--- config.mk ---
export PLATFORM = sky130hd
export DESIGN_NAME = im_loader
export DESIGN_NICKNAME = d
export VERILOG_FILES = /design/src/rtl/im_pkg.sv /design/src/rtl/im_word_packer.sv /design/src/rtl/im_loader.sv
export SDC_FILE = /design/constraint.sdc
export NUM_CORES = 1
export LEC_CHECK = 0
export BUFFER_PORTS_ARGS = -buffer_cell sky130_fd_sc_hd__buf_2
export CAP_MARGIN = 20
export CORE_MARGIN = 4
export CORE_UTILIZATION = 35
export DETAILED_ROUTE_END_ITERATION = 6
export GPL_TIMING_DRIVEN = 0
export PLACE_DENSITY = 0.64
export SLEW_MARGIN = 20
export SYNTH_ARGS = -nofsm -noshare
export SYNTH_HDL_FRONTEND = slang
export SYNTH_SLANG_ARGS = --single-unit
--- constraint.sdc ---
create_clock -name clk -period 4.1 [get_ports clk]
set_input_delay 0.615 -clock clk [delete_from_list [all_inputs] [get_ports clk]]
set_output_delay 0.615 -clock clk [all_outputs]
set_load 0.1 [all_outputs]
--- src/rtl/im_pkg.sv ---
// rtl/im_pkg.sv - shared constants, loader state encoding and byte-lane helper
package im_pkg;

  localparam int IM_DEPTH = 64;
  localparam int IM_AW = 6;
  localparam bit BIG_ENDIAN = 1'b1;

  typedef enum logic [1:0] {
    ST_IDLE = 2'd0,
    ST_LOAD = 2'd1,
    ST_DONE = 2'd2
  } ld_state_e;

  // Bit position of the lowest bit of byte lane idx within a 32-bit word.
  function automatic logic [4:0] lane_lsb(input logic [1:0] idx);
    return BIG_ENDIAN ? {~idx, 3'b000} : {idx, 3'b000};
  endfunction

endpackage

--- src/rtl/im_word_packer.sv ---
// rtl/im_word_packer.sv - packs accepted bytes into 32-bit words with zero-fill on last
module im_word_packer
  import im_pkg::*;
(
  input  logic        clk,
  input  logic        rst_n,
  input  logic        clear_i,
  input  logic        accept_i,
  input  logic [7:0]  byte_i,
  input  logic        last_i,
  output logic        complete_o,
  output logic        wr_en_o,
  output logic [31:0] wr_data_o
);

  logic [1:0]  idx_q, idx_d;
  logic [31:0] shift_q, shift_d;
  logic        wr_en_q, wr_en_d;
  logic [31:0] wr_data_q, wr_data_d;
  logic [31:0] merged;

  always_comb begin
    idx_d      = idx_q;
    shift_d    = shift_q;
    wr_en_d    = 1'b0;
    wr_data_d  = wr_data_q;
    // Lanes below idx are still zero in shift_q, which gives the zero-fill for free.
    merged     = shift_q | ({24'd0, byte_i} << lane_lsb(idx_q));
    complete_o = accept_i && ((idx_q == 2'd3) || last_i);
    if (clear_i) begin
      idx_d   = 2'd0;
      shift_d = 32'd0;
    end else if (accept_i) begin
      if (complete_o) begin
        idx_d     = 2'd0;
        shift_d   = 32'd0;
        wr_en_d   = 1'b1;
        wr_data_d = merged;
      end else begin
        idx_d   = idx_q + 2'd1;
        shift_d = merged;
      end
    end
  end

  always_ff @(posedge clk or negedge rst_n) begin
    if (!rst_n) begin
      idx_q     <= 2'd0;
      shift_q   <= 32'd0;
      wr_en_q   <= 1'b0;
      wr_data_q <= 32'd0;
    end else begin
      idx_q     <= idx_d;
      shift_q   <= shift_d;
      wr_en_q   <= wr_en_d;
      wr_data_q <= wr_data_d;
    end
  end

  assign wr_en_o   = wr_en_q;
  assign wr_data_o = wr_data_q;

endmodule

--- src/rtl/im_loader.sv ---
// rtl/im_loader.sv - byte-stream loader for the instruction memory with CPU hold-off
module im_loader
  import im_pkg::*;
#(
  parameter int NWORDS = IM_DEPTH,
  parameter int AW     = IM_AW
) (
  input  logic          clk,
  input  logic          rst_n,
  input  logic          start,
  input  logic [7:0]    byte_in,
  input  logic          byte_valid,
  input  logic          byte_last,
  output logic          byte_ready,
  output logic          wr_en,
  output logic [AW-1:0] wr_addr,
  output logic [31:0]   wr_data,
  output logic          busy,
  output logic          done,
  output logic          cpu_hold,
  output logic [AW:0]   word_count
);

  localparam logic [AW-1:0] LAST_ADDR = AW'(NWORDS - 1);

  ld_state_e     state_q, state_d;
  logic          ready_q, ready_d;
  logic          closing_q, closing_d;
  logic [AW-1:0] addr_q, addr_d;
  logic [AW:0]   count_q, count_d;
  logic [AW-1:0] cur_addr;
  logic          accept, clear, complete;

  assign accept = byte_valid && ready_q;
  assign clear  = start && (state_q != ST_LOAD);

  im_word_packer u_packer (
    .clk        (clk),
    .rst_n      (rst_n),
    .clear_i    (clear),
    .accept_i   (accept),
    .byte_i     (byte_in),
    .last_i     (byte_last),
    .complete_o (complete),
    .wr_en_o    (wr_en),
    .wr_data_o  (wr_data)
  );

  // A word completed during a write cycle belongs to the next address.
  assign cur_addr = wr_en ? addr_q + 1'b1 : addr_q;

  always_comb begin
    state_d   = state_q;
    closing_d = closing_q;
    addr_d    = addr_q;
    count_d   = count_q;
    busy      = 1'b0;
    done      = 1'b0;
    cpu_hold  = 1'b1;
    case (state_q)
      ST_IDLE, ST_DONE: begin
        if (state_q == ST_DONE) begin
          done     = 1'b1;
          cpu_hold = 1'b0;
        end
        if (start) begin
          state_d   = ST_LOAD;
          closing_d = 1'b0;
          addr_d    = '0;
          count_d   = '0;
        end
      end
      ST_LOAD: begin
        busy = 1'b1;
        if (complete) begin
          count_d = count_q + 1'b1;
          if (byte_last || (cur_addr == LAST_ADDR)) closing_d = 1'b1;
        end
        if (wr_en && (addr_q != LAST_ADDR)) addr_d = addr_q + 1'b1;
        if (wr_en && closing_q) begin
          state_d   = ST_DONE;
          closing_d = 1'b0;
        end
      end
      default: state_d = ST_IDLE;
    endcase
    // Drop ready as soon as the final byte is taken so nothing slips in during the last write.
    ready_d = (state_d == ST_LOAD) && !closing_d;
  end

  always_ff @(posedge clk or negedge rst_n) begin
    if (!rst_n) begin
      state_q   <= ST_IDLE;
      ready_q   <= 1'b0;
      closing_q <= 1'b0;
      addr_q    <= '0;
      count_q   <= '0;
    end else begin
      state_q   <= state_d;
      ready_q   <= ready_d;
      closing_q <= closing_d;
      addr_q    <= addr_d;
      count_q   <= count_d;
    end
  end

  assign byte_ready = ready_q;
  assign wr_addr    = addr_q;
  assign word_count = count_q;

endmodule

* Word-level counts from Yosys, hierarchy flattened
Cells that the tools add are included.
** Operators by class
- Add/subtract/negate cells :: 3
- Equality and inequality tests :: 10
- Shift-type cells :: 1
- Muxes and demuxes :: 29
- Bitwise logic cells :: 3
- Reduce and logical (&&, ||, !) cells :: 16
** Operators by type and width (number)
- $mux 32 :: 3
- $or 32x32->32 :: 1
- $shl 8x5->32 :: 1
- $mux 6 :: 3
- $mux 7 :: 2
- $pmux 7 s2 :: 1
- $mux 1 :: 12
- $pmux 6 s2 :: 1
- $mux 2 :: 5
- $reduce_and 3->1 :: 3
- $add 7x1->7 const B :: 1
- $add 6x1->6 const B :: 1
- $eq 6x6->1 const B :: 1
- $logic_and 1x1->1 :: 6
- $ne 2x2->1 const B :: 3
- $ne 6x6->1 const B :: 1
- $eq 2x1->1 const B :: 2
- $eq 2x2->1 const B :: 2
- $pmux 2 s2 :: 1
- $reduce_bool 2->1 :: 2
- $add 2x1->2 const B :: 1
- $logic_not 2->1 :: 1
- $logic_or 1x1->1 :: 2
- $ne 2x1->1 const B :: 1
- 5 further kinds :: 5
** Word-level totals
- Register bits after elaboration :: 84
- Output and inout port bits :: 50
- Word-level logic and storage cells :: 71

* Longest topological paths before layout
- Depth after elaboration :: 10
- Gate-level depth with buffers :: 7
- Gate-level depth less buffers :: 5

* Cells and area by module
A second synthesis with hierarchy kept.
** Unflattened totals
- Cell total of the unflattened synthesis :: 336
- Area, all modules :: 3616.0 um^2
** Modules (own cells, without submodules)
- im_word_packer :: instances 1, cells an instance 244, area an instance 2715.1 um^2
- im_loader :: instances 1, cells an instance 92, area an instance 900.9 um^2

* Worst setup path before layout
No wires, ideal clock.
- Path type :: register to output
- Start point :: register state_q[0]
- End point :: output done
- Arrival :: 1962 ps
- Data required time :: 3485 ps
- Setup slack :: 1523 ps
- Cell stages (with the launch flop) :: 3
- Path buffers :: 0
- Path through :: dfrtp_1 -> nand2b_1 -> inv_1
** Between the ends
- Cells in the longest elaborated chain, start to end :: 3
- Elaborated cells on any way between the ends :: 5
** Ends and longest elaborated chain
- from (decl) :: line im_loader.sv:26 : ld_state_e state_q, state_d;
- from (signal assigned) :: line im_loader.sv:99 : state_q <= state_d;
- $eq 2x2->1 or $logic_not 2->1 (tied branches) :: line im_loader.sv:60, im_loader.sv:62
- $mux 1 or $reduce_or 2->1 (tied branches) :: line im_loader.sv:62, im_loader.sv:60
- $mux 1 (*) :: line im_loader.sv:60 : case (state_q)
- to (decl) :: line im_loader.sv:19 : output logic done,
Every way passes the cells marked *; elsewhere a longest branch is shown, timed or not.

* Worst setup path in the final report
- Start point :: register state_q[1]
- End point :: output busy
** Between the ends
- Cells in the longest elaborated chain, start to end :: 2
** Ends and longest elaborated chain
- $eq 2x1->1 :: line im_loader.sv:60
- $mux 1 :: line im_loader.sv:60
- to (decl) :: line im_loader.sv:18 : output logic busy,
Every way passes these cells.

==> flow_summary_export.csv <==
group,metric,value,unit
timing,rsz0062_at_grt,"false",
logic_synthesis,seq_area_frac_synth,58.84,%
route,dr.pass1.iters,4,
timing,fin_tns_setup,0,ns
final_layout,final_nets,419,
cts,cts_max_path_buffers,2,
critical_path,reg2reg_from,"u_packer.idx_q[0]$_DFFE_PN0P_",
logic_synthesis,netlist_area,0.003572,mm2
critical_path,end_kind,"output pin",
critical_path,required,3.48,ns
route,viasPerCell,5.152,
job,drv_cap,0,
grt,grt_pass1_vias,2767,
cts,cts_tree,"yes",
floorplan,core,0.009864,mm2
logic_synthesis,ys.flop_type,"dfrtp_1",
critical_path,r2r_cells,5,
grt,grt_pass1_wl,14.19,mm
critical_path,arrival,1.54,ns
cts,clkTransAtPathRegs,0.08,ns
status,outcome,"finished, final reports clean",
placed_design,routabilityCongestion,0.7991,
floorplan,ioPinCount,63,
timing,period_minus_slack,2.158,ns
logic_synthesis,synth_edf_count,0,
logic_synthesis,yosys.area.top_type,"dfrtp_1",
logic_synthesis,syn_avg_cell_area,10.60,um2
logic_synthesis,ys_types,43,
logic_synthesis,netlist_top_cells_count,"84 x dfrtp_1, 68 x a21oi_1, 39 x nor2_1",
timing,report.final.hold_viol_count,0,
floorplan,dieArea,0.01189,mm2
timing,timing.final.crit_share,52.64,%
grt,grt-ovfl-total,0,
cts,cts_buffers,9,
critical_path,endpoint,"busy",
critical_path,r2r_end,"u_packer.shift_q[31]$_DFFE_PN0P_",
timing,report.final.slew_viol_count,0,
timing,setup_viol,0,
final_layout,drive_above_1_share,25.06,%
timing,fmax,463.3,MHz
min_path,min_path_type,"in -> async",
floorplan,rows,36,
critical_path,crit_type,"reg -> out",
logic_synthesis,yosysMostFrequentCell,"dfrtp_1",
grt,grt_max_degree,52,
cts,root_buffer,"clkbuf_8",
route,drt_iter0_markers,135,
route,ant_nets,0,
final_layout,fillers,964,
route,wl_per_cell,15.87,um
floorplan,initial_core_util,36.21,%
logic_synthesis,async_flop_share,100.0,%
logic_synthesis,syn_inst,337,
grt,grt.total_usage,15.29,%
logic_synthesis,ys.warnings.count,0,
route,vias,2782,
cts,post_cts_buffers,0,
placed_design,portBuffers,54,
logic_synthesis,synth_top_cell_area_share,58.84,%
timing,max-slew-margin-rel,55.67,%
timing,finalClockSkew,0.01038,ns
floorplan,fp.dieW,109.0,um
final_layout,diodes,0,
cts,clk_latency,0.35,ns
logic_synthesis,synthTopCellsByArea,"dfrtp_1 59%, a21oi_1 9.5%, a22o_1 7.8%",
critical_path,cp_max_fo,10,
critical_path,cp-startpoint,"state_q[1]$_DFF_PN0_",
cts,cts.sinks,84,
route,routed_wl,8.570,mm
logic_synthesis,yosys_register_bits,84,
cts,postCtsHoldBufs,0,
critical_path,rrSetupSlack,2.12,ns
critical_path,start_kind,"flop",
cts,cts-htree-levels,3,
timing,tightest_slew,0.6649,ns
final_layout,syn_to_final_growth,18.14,%
cts,ctsResizeCount,0,
logic_synthesis,synth_nets,353,
floorplan,die_y,109.0,um
route,drc,0,
grt,antenna_found_initial,0,
placed_design,place_hpwl,5.934,mm
==> metrics by stage <==
step	worst slack [ns]	hold slack, ns	cell area (um2)	util, %	std cells
after floorplan	1.523	0.3194	3572	-	337
after global placement	1.727	0.4830	4009	40.64	524
after detailed placement	2.117	0.4859	4031	40.87	525
after CTS	1.931	0.3169	4220	42.78	540
after global routing	1.868	0.3505	4220	42.78	540
final	1.942	0.2959	4220	42.78	540
==> metal layers <==
layer  vias to the layer above  track usage [%]  wire [um]
met2                        62            24.21       4044
li1                       1333                -          -
met4                         0            5.230        145
met1                      1377            21.30       4008
met5                         -                0          0
met3                        10            2.546        371
==> critical path: stages, from the launching register on <==
cell	delay [ns]
dfrtp_1	0.38
nand2b_4	0.16
inv_2	0.07
buf_6	0.14
buf_2	0.44
==> layout make-up <==
type | count | area, um2 | area share [%]
well taps | 133 | 166.4 | 3.943
inverters | 5 | 18.77 | 0.4447
flip-flops and latches | 84 | 2102 | 49.81
repair buffers | 55 | 292.8 | 6.937
multi-input cells | 223 | 1324 | 31.37
clock inverters | 6 | 65.06 | 1.542
clock buffers | 9 | 123.9 | 2.935
plain buffers | 25 | 127.6 | 3.024
==> registers in the layout, indices dropped and copies added (netlist names) <==
signal and cells:
u_packer.wr_data_o 32, u_packer.idx_q 2, closing_q 1, state_q 2, u_packer.shift_q 32, word_count 7, u_packer.wr_en_o 1, byte_ready 1
wr_addr 6
==> placed cells by master, fill, tap and decap left out, types with 2 or more instances in the layout <==
| cell type | instances |
|---|---|
| nor2_2 | 3 |
| mux2i_1 | 2 |
| clkbuf_1 | 3 |
| dfrtp_1 | 84 |
| or4_1 | 2 |
| inv_1 | 4 |
| clkinv_2 | 2 |
| a21oi_1 | 68 |
| a22o_1 | 32 |
| nand3_1 | 14 |
| o31ai_1 | 2 |
| buf_2 | 65 |
| nor2b_1 | 4 |
| nor2_1 | 39 |
| nand2b_1 | 4 |
| nand2_1 | 12 |
| ha_1 | 3 |
| o21a_1 | 2 |
| xor2_1 | 3 |
| o21ai_0 | 7 |
| clkbuf_8 | 9 |
| o211ai_1 | 5 |
| clkbuf_2 | 9 |
| and3_1 | 2 |
==> cell families after synthesis <==
group	after synthesis	share of synthesized area, %
mux	2	0.5604
buf+inv	30	4.098
simple gates	91	12.57
flops	84	58.84
fa+ha+maj	3	1.051
xor+xnor	4	0.9809
compound gates	123	21.89
==> worst min path at each step <==
stage / startpoint / to / slack, ns / cells after the start
5_1_grt: rst_n / word_count[5]$_DFFE_PN0P_ / 0.35 / 1
6_report: rst_n / word_count[4]$_DFFE_PN0P_ / 0.30 / 1
4_1_cts: rst_n / word_count[6]$_DFFE_PN0P_ / 0.32 / 1
3_3_place_gp: u_packer.shift_q[4]$_DFFE_PN0P_ / u_packer.shift_q[4]$_DFFE_PN0P_ / 0.48 / 1
3_5_place_dp: u_packer.shift_q[7]$_DFFE_PN0P_ / u_packer.shift_q[7]$_DFFE_PN0P_ / 0.49 / 1
2_1_floorplan: rst_n / byte_ready$_DFF_PN0_ / 0.32 / 0
Power is left out: the tool's default activity adds up to more than one toggle a clock period on the data nets, which glitch-free logic cannot reach.
